$ cat src/rtl/sync_packet_fifo_if.sv
// Stream handshake bundle for sync_packet_fifo.
// The FIFO takes the slave view; producer/consumer logic takes master.
interface sync_packet_fifo_if #(
  parameter int DATA_WIDTH = 8,
  parameter int ADDR_WIDTH = 4
);
  logic                  s_tvalid;
  logic                  s_tready;
  logic [DATA_WIDTH-1:0] s_tdata;
  logic                  s_tlast;
  logic                  m_tvalid;
  logic                  m_tready;
  logic [DATA_WIDTH-1:0] m_tdata;
  logic                  m_tlast;
  logic [ADDR_WIDTH:0]   level;
  logic [ADDR_WIDTH:0]   pkt_cnt;
  logic                  almost_full;
  logic                  almost_empty;
  logic                  drop;

  modport slave (
    input  s_tvalid, s_tdata, s_tlast, m_tready,
    output s_tready, m_tvalid, m_tdata, m_tlast,
    output level, pkt_cnt, almost_full,
    output almost_empty, drop
  );

  modport master (
    output s_tvalid, s_tdata, s_tlast, m_tready,
    input  s_tready, m_tvalid, m_tdata, m_tlast,
    input  level, pkt_cnt, almost_full,
    input  almost_empty, drop
  );
endinterface

$ cat src/rtl/sync_packet_fifo.sv
// Single-clock stream FIFO with store-and-forward packet mode,
// fill-level flags and oversize-packet dropping.
module sync_packet_fifo #(
  parameter int DATA_WIDTH    = 8,
  parameter int ADDR_WIDTH    = 4,
  parameter int PACKET_MODE   = 1,
  parameter int AFULL_THRESH  = 2**ADDR_WIDTH - 2,
  parameter int AEMPTY_THRESH = 1
) (
  input logic               s_clk,
  input logic               s_rst_n,
  sync_packet_fifo_if.slave bus
);
  localparam int DEPTH = 2**ADDR_WIDTH;
  localparam int PW    = ADDR_WIDTH + 1;

  localparam logic [PW-1:0] L_DEPTH = PW'(DEPTH);
  localparam logic [PW-1:0] L_LASTB = PW'(DEPTH - 1);
  localparam logic [PW-1:0] L_ONE   = PW'(1);
  localparam logic [PW-1:0] L_AF    = PW'(AFULL_THRESH);
  localparam logic [PW-1:0] L_AE    = PW'(AEMPTY_THRESH);
  localparam logic          L_PM    = (PACKET_MODE != 0);

  typedef enum logic {
    ST_ACCEPT,
    ST_DROP
  } state_t;

  state_t                r_state;
  logic [PW-1:0]         r_wr_ptr;
  logic [PW-1:0]         r_cm_ptr;
  logic [PW-1:0]         r_rd_ptr;
  logic [PW-1:0]         r_pkt_cnt;
  logic                  r_drop;
  logic [DATA_WIDTH:0]   r_mem [DEPTH];

  logic [PW-1:0]         w_wr_used;
  logic [PW-1:0]         w_pend;
  logic [PW-1:0]         w_level;
  logic                  w_s_tready;
  logic                  w_m_tvalid;
  logic                  w_wr_hs;
  logic                  w_rd_hs;
  logic                  w_accept;
  logic                  w_trig;
  logic                  w_store;
  logic                  w_pkt_inc;
  logic                  w_pkt_dec;
  logic [DATA_WIDTH:0]   w_entry;

  assign w_wr_used = r_wr_ptr - r_rd_ptr;
  assign w_pend    = r_wr_ptr - r_cm_ptr;
  assign w_level   = r_cm_ptr - r_rd_ptr;

  // Ready depends only on registered pointers: no ready-to-ready path.
  assign w_s_tready = (r_state == ST_DROP) |
                      (w_wr_used != L_DEPTH);
  assign w_m_tvalid = (r_cm_ptr != r_rd_ptr);

  assign w_wr_hs  = bus.s_tvalid & w_s_tready;
  assign w_rd_hs  = w_m_tvalid & bus.m_tready;
  assign w_accept = w_wr_hs & (r_state == ST_ACCEPT);

  // A packet hitting DEPTH beats without tlast can never commit.
  assign w_trig  = w_accept & L_PM & ~bus.s_tlast &
                   (w_pend == L_LASTB);
  assign w_store = w_accept & ~w_trig;

  assign w_entry   = r_mem[r_rd_ptr[ADDR_WIDTH-1:0]];
  assign w_pkt_inc = w_accept & bus.s_tlast;
  assign w_pkt_dec = w_rd_hs & w_entry[DATA_WIDTH];

  // Payload storage, deliberately without reset.
  always_ff @(posedge s_clk) begin
    if (w_store)
      r_mem[r_wr_ptr[ADDR_WIDTH-1:0]] <=
        {bus.s_tlast, bus.s_tdata};
  end

  // Pointer, packet counter and write-side FSM update.
  always_ff @(posedge s_clk or negedge s_rst_n) begin
    if (!s_rst_n) begin
      r_state   <= ST_ACCEPT;
      r_wr_ptr  <= '0;
      r_cm_ptr  <= '0;
      r_rd_ptr  <= '0;
      r_pkt_cnt <= '0;
      r_drop    <= 1'b0;
    end else begin
      r_drop <= w_trig;
      if (w_rd_hs)
        r_rd_ptr <= r_rd_ptr + L_ONE;
      unique case (r_state)
        ST_ACCEPT: begin
          if (w_trig) begin
            r_wr_ptr <= r_cm_ptr;
            r_state  <= ST_DROP;
          end else if (w_store) begin
            r_wr_ptr <= r_wr_ptr + L_ONE;
            if (!L_PM || bus.s_tlast)
              r_cm_ptr <= r_wr_ptr + L_ONE;
          end
        end
        ST_DROP: begin
          if (w_wr_hs && bus.s_tlast)
            r_state <= ST_ACCEPT;
        end
        default: r_state <= ST_ACCEPT;
      endcase
      unique case ({w_pkt_inc, w_pkt_dec})
        2'b10:   r_pkt_cnt <= r_pkt_cnt + L_ONE;
        2'b01:   r_pkt_cnt <= r_pkt_cnt - L_ONE;
        default: r_pkt_cnt <= r_pkt_cnt;
      endcase
    end
  end

  assign bus.s_tready     = w_s_tready;
  assign bus.m_tvalid     = w_m_tvalid;
  assign bus.m_tdata      = w_m_tvalid ?
                            w_entry[DATA_WIDTH-1:0] : '0;
  assign bus.m_tlast      = w_m_tvalid & w_entry[DATA_WIDTH];
  assign bus.level        = w_level;
  assign bus.pkt_cnt      = r_pkt_cnt;
  assign bus.almost_full  = (w_wr_used >= L_AF);
  assign bus.almost_empty = (w_level <= L_AE);
  assign bus.drop         = r_drop;
endmodule

$ cat src/flat_wrapper.sv
// flat-port wrapper written by rule: the top's interface ports become plain ports
module sync_packet_fifo_flat 
#(
  parameter int DATA_WIDTH    = 8,
  parameter int ADDR_WIDTH    = 4,
  parameter int PACKET_MODE   = 1,
  parameter int AFULL_THRESH  = 2**ADDR_WIDTH - 2,
  parameter int AEMPTY_THRESH = 1
)
  (s_clk, s_rst_n, bus_s_tvalid, bus_s_tdata, bus_s_tlast, bus_m_tready, bus_s_tready, bus_m_tvalid, bus_m_tdata, bus_m_tlast, bus_level, bus_pkt_cnt, bus_almost_full, bus_almost_empty, bus_drop);
  sync_packet_fifo_if #(.DATA_WIDTH(DATA_WIDTH), .ADDR_WIDTH(ADDR_WIDTH)) bus_i ();
  input logic s_clk;
  input logic s_rst_n;
  input wire logic [$bits(bus_i.s_tvalid)-1:0] bus_s_tvalid;
  input wire logic [$bits(bus_i.s_tdata)-1:0] bus_s_tdata;
  input wire logic [$bits(bus_i.s_tlast)-1:0] bus_s_tlast;
  input wire logic [$bits(bus_i.m_tready)-1:0] bus_m_tready;
  output wire logic [$bits(bus_i.s_tready)-1:0] bus_s_tready;
  output wire logic [$bits(bus_i.m_tvalid)-1:0] bus_m_tvalid;
  output wire logic [$bits(bus_i.m_tdata)-1:0] bus_m_tdata;
  output wire logic [$bits(bus_i.m_tlast)-1:0] bus_m_tlast;
  output wire logic [$bits(bus_i.level)-1:0] bus_level;
  output wire logic [$bits(bus_i.pkt_cnt)-1:0] bus_pkt_cnt;
  output wire logic [$bits(bus_i.almost_full)-1:0] bus_almost_full;
  output wire logic [$bits(bus_i.almost_empty)-1:0] bus_almost_empty;
  output wire logic [$bits(bus_i.drop)-1:0] bus_drop;
  assign bus_i.s_tvalid = bus_s_tvalid;
  assign bus_i.s_tdata = bus_s_tdata;
  assign bus_i.s_tlast = bus_s_tlast;
  assign bus_i.m_tready = bus_m_tready;
  assign bus_s_tready = bus_i.s_tready;
  assign bus_m_tvalid = bus_i.m_tvalid;
  assign bus_m_tdata = bus_i.m_tdata;
  assign bus_m_tlast = bus_i.m_tlast;
  assign bus_level = bus_i.level;
  assign bus_pkt_cnt = bus_i.pkt_cnt;
  assign bus_almost_full = bus_i.almost_full;
  assign bus_almost_empty = bus_i.almost_empty;
  assign bus_drop = bus_i.drop;
  sync_packet_fifo #(.DATA_WIDTH(DATA_WIDTH), .ADDR_WIDTH(ADDR_WIDTH), .PACKET_MODE(PACKET_MODE), .AFULL_THRESH(AFULL_THRESH), .AEMPTY_THRESH(AEMPTY_THRESH)) u_core (.s_clk(s_clk), .s_rst_n(s_rst_n), .bus(bus_i));
endmodule
$ cat config.mk
export PLATFORM = sky130hd
export DESIGN_NAME = sync_packet_fifo_flat
export DESIGN_NICKNAME = d
export VERILOG_FILES = /design/src/rtl/sync_packet_fifo_if.sv /design/src/rtl/sync_packet_fifo.sv /design/src/flat_wrapper.sv
export SDC_FILE = /design/constraint.sdc
export NUM_CORES = 1
export LEC_CHECK = 0
export BUFFER_PORTS_ARGS = -buffer_cell sky130_fd_sc_hd__buf_2
export CORE_ASPECT_RATIO = 1.4
export CORE_MARGIN = 5
export CORE_UTILIZATION = 55
export DETAILED_ROUTE_END_ITERATION = 8
export PLACE_DENSITY = 0.73
export SETUP_SLACK_MARGIN = 0.2
export SLEW_MARGIN = 20
export SYNTH_ARGS = -nofsm -noshare
export SYNTH_HDL_FRONTEND = slang
export SYNTH_SLANG_ARGS = --single-unit
export TNS_END_PERCENT = 5
$ cat constraint.sdc
create_clock -name s_clk -period 5.5 [get_ports s_clk]
set_clock_uncertainty 0.05 [all_clocks]
set_input_delay 1.1 -clock s_clk [delete_from_list [all_inputs] [get_ports s_clk]]
set_output_delay 1.1 -clock s_clk [all_outputs]
set_load 0.02 [all_outputs]
### After elaboration in Yosys (flattened, before gate mapping)

Memory sizes are Yosys's and may differ from the RTL's.
Index checks and enable logic that the tools add are counted.

| cells by class | value |
|---|---|
| $add $sub $neg | 7 |
| multiply operators | 0 |
| div/mod/pow operators | 0 |
| magnitude comparators | 2 |
| eq/ne operators | 5 |
| shifts and indexed selects | 0 |
| muxes and demuxes | 9 |
| bitwise operators | 13 |
| reductions and logical operators | 5 |

Operators by type and width:

| cell | count |
|---|---|
| adder 5 x 1 -> 5 bit (second input constant) | 3 |
| subtractor 5 bit | 3 |
| 2-to-1 mux 5 bit | 2 |
| one-hot mux 5 bit (2 select lines) | 1 |
| bitwise AND 1 bit | 9 |
| 2-to-1 mux 8 bit | 1 |
| equality test 5 x 4 -> 1 bit (second input constant) | 1 |
| >= comparator 5 x 4 -> 1 bit (second input constant) | 1 |
| <= comparator 5 x 1 -> 1 bit (second input constant) | 1 |
| inequality test 5 bit | 1 |
| inequality test 5 bit (second input constant) | 1 |
| subtractor 5 x 1 -> 5 bit (second input constant) | 1 |
| 2-to-1 mux 1 bit | 4 |
| AND reduction 4 bit | 1 |
| nonzero test 2 bit | 2 |
| inverter 1 bit | 3 |
| equality test 2 x 1 -> 1 bit (second input constant) | 1 |
| equality test 2 bit (second input constant) | 1 |
| one-hot mux 1 bit (2 select lines) | 1 |
| AND reduction 2 bit | 1 |
| logical AND 1 bit | 1 |
| bitwise OR 1 bit | 1 |

| storage, ports and cells | value |
|---|---|
| bits in registers | 22 |
| bits in latches | 0 |
| memory bits (writable) | 144 |
| bits in read-only memories | 0 |
| bits of input ports | 13 |
| memories kept | 1 |

Memories:

| name | depth | bits a word | read ports | clocked after Yosys merged registers in | wr ports | line | RTL |
|---|---|---|---|---|---|---|---|
| u_core.r_mem | 16 | 9 | 1 | 0 | 1 | sync_packet_fifo.sv:35 | `logic [DATA_WIDTH:0] r_mem [DEPTH];` |

### Longest topological paths before layout

| depth | value |
|---|---|
| depth after elaboration | 11 |
| gate-level depth with buffers | 19 |
| gate-level depth less buffers | 18 |

### Worst setup path before layout

No wires, ideal clock.

| path | value |
|---|---|
| kind | reg-to-reg |
| start | register u_core.r_rd_ptr[1] |
| end | register u_core.r_pkt_cnt[4] (netlist: u_core.bus.pkt_cnt[4]) |
| setup time | 0.130 ns |
| arrival time | 3.904 ns |
| required time | 5.320 ns |
| slack | 1.416 ns |
| cell stages (with the launch flop) | 19 |
| period minus slack after synthesis | 4.084 ns |
| cell sequence | dfrtp_1 > buf_2 > clkinv_1 > fa_1 > a21o_1 > a21oi_2 > xnor2_1 > a311oi_4 > nand2_4 > ha_1 > clkbuf_1 > xor2_1 > ha_1 > o21a_1 > o21ai_0 > o21bai_1 > xnor2_1 > nor2_1 > xor2_1 |

| on the way | value |
|---|---|
| cells in the longest elaborated chain, start to end | 8 |
| elaborated cells on any way between the ends | 14 |

Ends and longest elaborated chain:

| element | line | RTL |
|---|---|---|
| start, declared | sync_packet_fifo.sv:32 | `logic [PW-1:0] r_rd_ptr;` |
| start signal, assigned | sync_packet_fifo.sv:92 | `r_rd_ptr <= r_rd_ptr + L_ONE;` |
| subtractor 5 bit | sync_packet_fifo.sv:51 | `assign w_wr_used = r_wr_ptr - r_rd_ptr;` |
| inequality test 5 bit | sync_packet_fifo.sv:57 | `(w_wr_used != L_DEPTH);` |
| bitwise OR 1 bit | sync_packet_fifo.sv:56 | `assign w_s_tready = (r_state == ST_DROP) \|` |
| bitwise AND 1 bit | sync_packet_fifo.sv:60 | `assign w_wr_hs = bus.s_tvalid & w_s_tready;` |
| bitwise AND 1 bit | sync_packet_fifo.sv:62 | `assign w_accept = w_wr_hs & (r_state == ST_ACCEPT);` |
| bitwise AND 1 bit | sync_packet_fifo.sv:70 | `assign w_pkt_inc = w_accept & bus.s_tlast;` |
| equality test 2 x 1 -> 1 bit or equality test 2 bit (tied branches) | sync_packet_fifo.sv:110 | `unique case ({w_pkt_inc, w_pkt_dec})` |
| one-hot mux 5 bit (2 select lines) or nonzero test 2 bit (tied branches) | - |  |
| end signal, assigned | sync_packet_fifo.sv:111 | `2'b10: r_pkt_cnt <= r_pkt_cnt + L_ONE;` |
| end signal, assigned | sync_packet_fifo.sv:112 | `2'b01: r_pkt_cnt <= r_pkt_cnt - L_ONE;` |
| end signal, assigned | sync_packet_fifo.sv:113 | `default: r_pkt_cnt <= r_pkt_cnt;` |
| end, declared | sync_packet_fifo.sv:33 | `logic [PW-1:0] r_pkt_cnt;` |

Several ways; a longest one is shown, not always the timed one.
A chain may end at the register's enable or synchronous reset.

### Final worst setup path

| path | value |
|---|---|
| start | register u_core.r_rd_ptr[3] |
| end | register u_core.r_pkt_cnt[4] (netlist: u_core.bus.pkt_cnt[4]) |

The elaborated chain is that of the path after synthesis.

==> reports/metrics.yaml <==
vias_per_cell: 5.78
synth_top_cell_by_area: "edfxtp_1"
hold_viol: 0
max-vdd-ir-drop_v: 0.000401
tritoncts: "yes"
synth_fa_ha_area_share_pct: 4.39
final_period_minus_worst_setup_slack_ps: 4350
maxSlewHeadroom_pct: 46.0
syn_inst: 435
status: "complete, no violations"
rsz0062_at_grt: "false"
r2r-start: "u_core.r_rd_ptr[3]$_DFFE_PN0P_"
postCtsHoldBufs: 0
worstMarginPinSlew_ps: 807
layout-drive-gt1-share_pct: 27.0
dr.pass1.iters: 5
reg2reg_depth: 15
port_buffers: 36
fmax_ghz: 0.230
initialDrtViolationCount: 267
cts_resized: 0
grt_overflow_total: 0
clk_path_buf_depth: 2
cts_sinks: 166
clk_latency_ps: 420
post_cts_buffers: 0
crit_path_end_kind: "flop"
path_class: "flop to flop"
slew_violations: 0
post-route-util_pct: 63.5
cts_root_buf: "clkbuf_16"
drv_cap: 0
synth-xor-area-share_pct: 3.10
htreeDepth: 4
drc: 0
period_share_pct: 79.1
avgSynthCellArea_um2: 16.9
final_nets: 528
dieArea_mm2: 0.0158
synthTopCellsByArea: "edfxtp_1 59%, mux4_2 11%, dfrtp_1 7.5%"
setup_violations: 0
die_w_um: 108
fp.dieH_um: 147
crit_start: "u_core.r_rd_ptr[3]$_DFFE_PN0P_"
cp.required_ps: 5800
power_density_mw_per_mm2: 622
min_path_cells: 1
synth.top_cell.area_share_pct: 58.8
synth_top_family_by_area: "multiplexers"
grt_antenna_before_repair: 0
rows: 50
r2r_setup_slack_ps: 1150
syn_to_final_growth_pct: 14.4
gp_congestion: 0.892
dp_slack_ps: 1240
synthSimpleGateAreaFrac_pct: 6.26
min_path_type: "flop to flop"
final_cell_mix: "144 x edfxtp_1, 37 x mux4_2, 36 x buf_2, 28 x nand2_1"
grt_max_degree: 32
synthMuxAreaShare_pct: 14.3
p_leak_nw: 3.05
antenna_left: 0
synth-seq-cells: 166
synth_edf_count: 144
r2r-end: "u_core.bus.pkt_cnt[4]$_DFFE_PN0P_"
core_mm2: 0.0133
start_util_pct: 55.5
syn_nets: 472
fin_worst_hold_slack_ps: 409
grt_usage_pct: 21.1
crit_arrival_ps: 4650
mostFrequentLayoutCell: "edfxtp_1"
wl_per_cell_um: 22.5
worstSetupStartpointType: "flop"
antennaDiodeCount: 0
grt_first_pass_wirelength_mm: 24.3
yosysUniqueCellTypes: 45
clk_pin_slew_worst_paths_ps: 60
async_flop_share_pct: 13.3
synth_compound_area_share_pct: 3.64
syn_area_mm2: 0.00736
grt_pass1_vias: 4142
min-delay-start: "u_core.bus.pkt_cnt[4]$_DFFE_PN0P_"
yosysSeqAreaShare_pct: 66.3
synthFlopType: "edfxtp_1"
dpl.hpwl_mm: 10.2
wl_mm: 15.5
worst_slack_ps: 1150
whs_endpoint: "u_core.bus.pkt_cnt[4]$_DFFE_PN0P_"
ys_warn_count: 0
numCtsBuffers: 17
pin_count: 37
fin_setup_tns_ps: 0
vias: 3968
worstPathMaxFanout: 11
how the worst max path moves through the flow:
stage	to	slack (ps)
after floorplan	u_core.bus.pkt_cnt[4]$_DFFE_PN0P_	1420
after global placement	u_core.bus.pkt_cnt[4]$_DFFE_PN0P_	1410
after detailed placement	u_core.bus.pkt_cnt[4]$_DFFE_PN0P_	1240
after CTS	u_core.bus.pkt_cnt[4]$_DFFE_PN0P_	1150
after global routing	u_core.bus.pkt_cnt[4]$_DFFE_PN0P_	810
final	u_core.bus.pkt_cnt[4]$_DFFE_PN0P_	1150
metrics by stage:
step | total power, mW | cell area [µm²] | std cells
4_1_cts | 5.28 | 8420 | 686
2_1_floorplan | 3.42 | 7360 | 435
5_1_grt | 5.54 | 8420 | 686
6_report | 5.24 | 8420 | 686
3_3_place_gp | 4.02 | 7830 | 654
3_5_place_dp | 4.08 | 7830 | 654
worst max-delay path, stage by stage (launching register included):
cell and delay, ps:
dfrtp_1 590, clkinv_1 390, ha_1 460, nand4_1 90, nor2_1 620, nor2b_1 290, and2_1 260, ha_1 310
xor2_1 200, ha_1 220, o21a_1 170, o21ai_0 140, o21bai_1 90, xnor2_1 130, nor2_1 110, xor2_1 150
cell families after synthesis:
kind of cell / Yosys count
flip-flops: 166
XOR/XNOR: 26
AND/OR/NAND/NOR: 87
adder cells (fa/ha/maj): 24
multiplexers: 57
buffers and inverters: 37
AO/OA/AOI/OAI: 38
registers in the layout (all words and copies together), names as in the netlist:
name,cells
u_core.r_wr_ptr,5
u_core.r_cm_ptr,5
u_core.r_mem,144
u_core.bus.pkt_cnt,5
u_core.r_rd_ptr,5
u_core.r_state,1
u_core.bus.drop,1
power breakdown:
group | switching, mW | internal [mW] | total, mW
logic | 1.34 | 0.968 | 2.31
registers | 0.170 | 1.56 | 1.73
clock network | 0.510 | 0.683 | 1.19
cell usage after synthesis, types with 5 or more instances:
cell type / number
a211oi_1: 8
a21o_1: 5
a21oi_1: 8
and3_1: 8
buf_2: 5
clkbuf_1: 7
dfrtp_1: 22
edfxtp_1: 144
ha_1: 21
inv_1: 16
mux2i_1: 16
mux4_2: 37
nand2_1: 28
nand2b_1: 8
nor2_1: 8
nor3_1: 16
o21ai_0: 6
xnor2_1: 16
xor2_1: 10
area by class of cell:
type,count,area (µm²)
inverters,19,71.3
well taps,182,228
repair buffers,55,323
fillers,982,4840
flip-flops and latches,166,4880
clock inverters,14,163
multi-input cells,232,2330
clock buffers,18,429
routing by layer:
metal | vias up | GRT usage, % | share of wire, %
li1 | 1791 | - | -
met1 | 2042 | 26.5 | 41
met2 | 108 | 35.5 | 53
met3 | 27 | 4.57 | 3.7
met4 | 0 | 8.28 | 3.1
met5 | - | 0 | 0
Power figures use the tool's default switching activity.
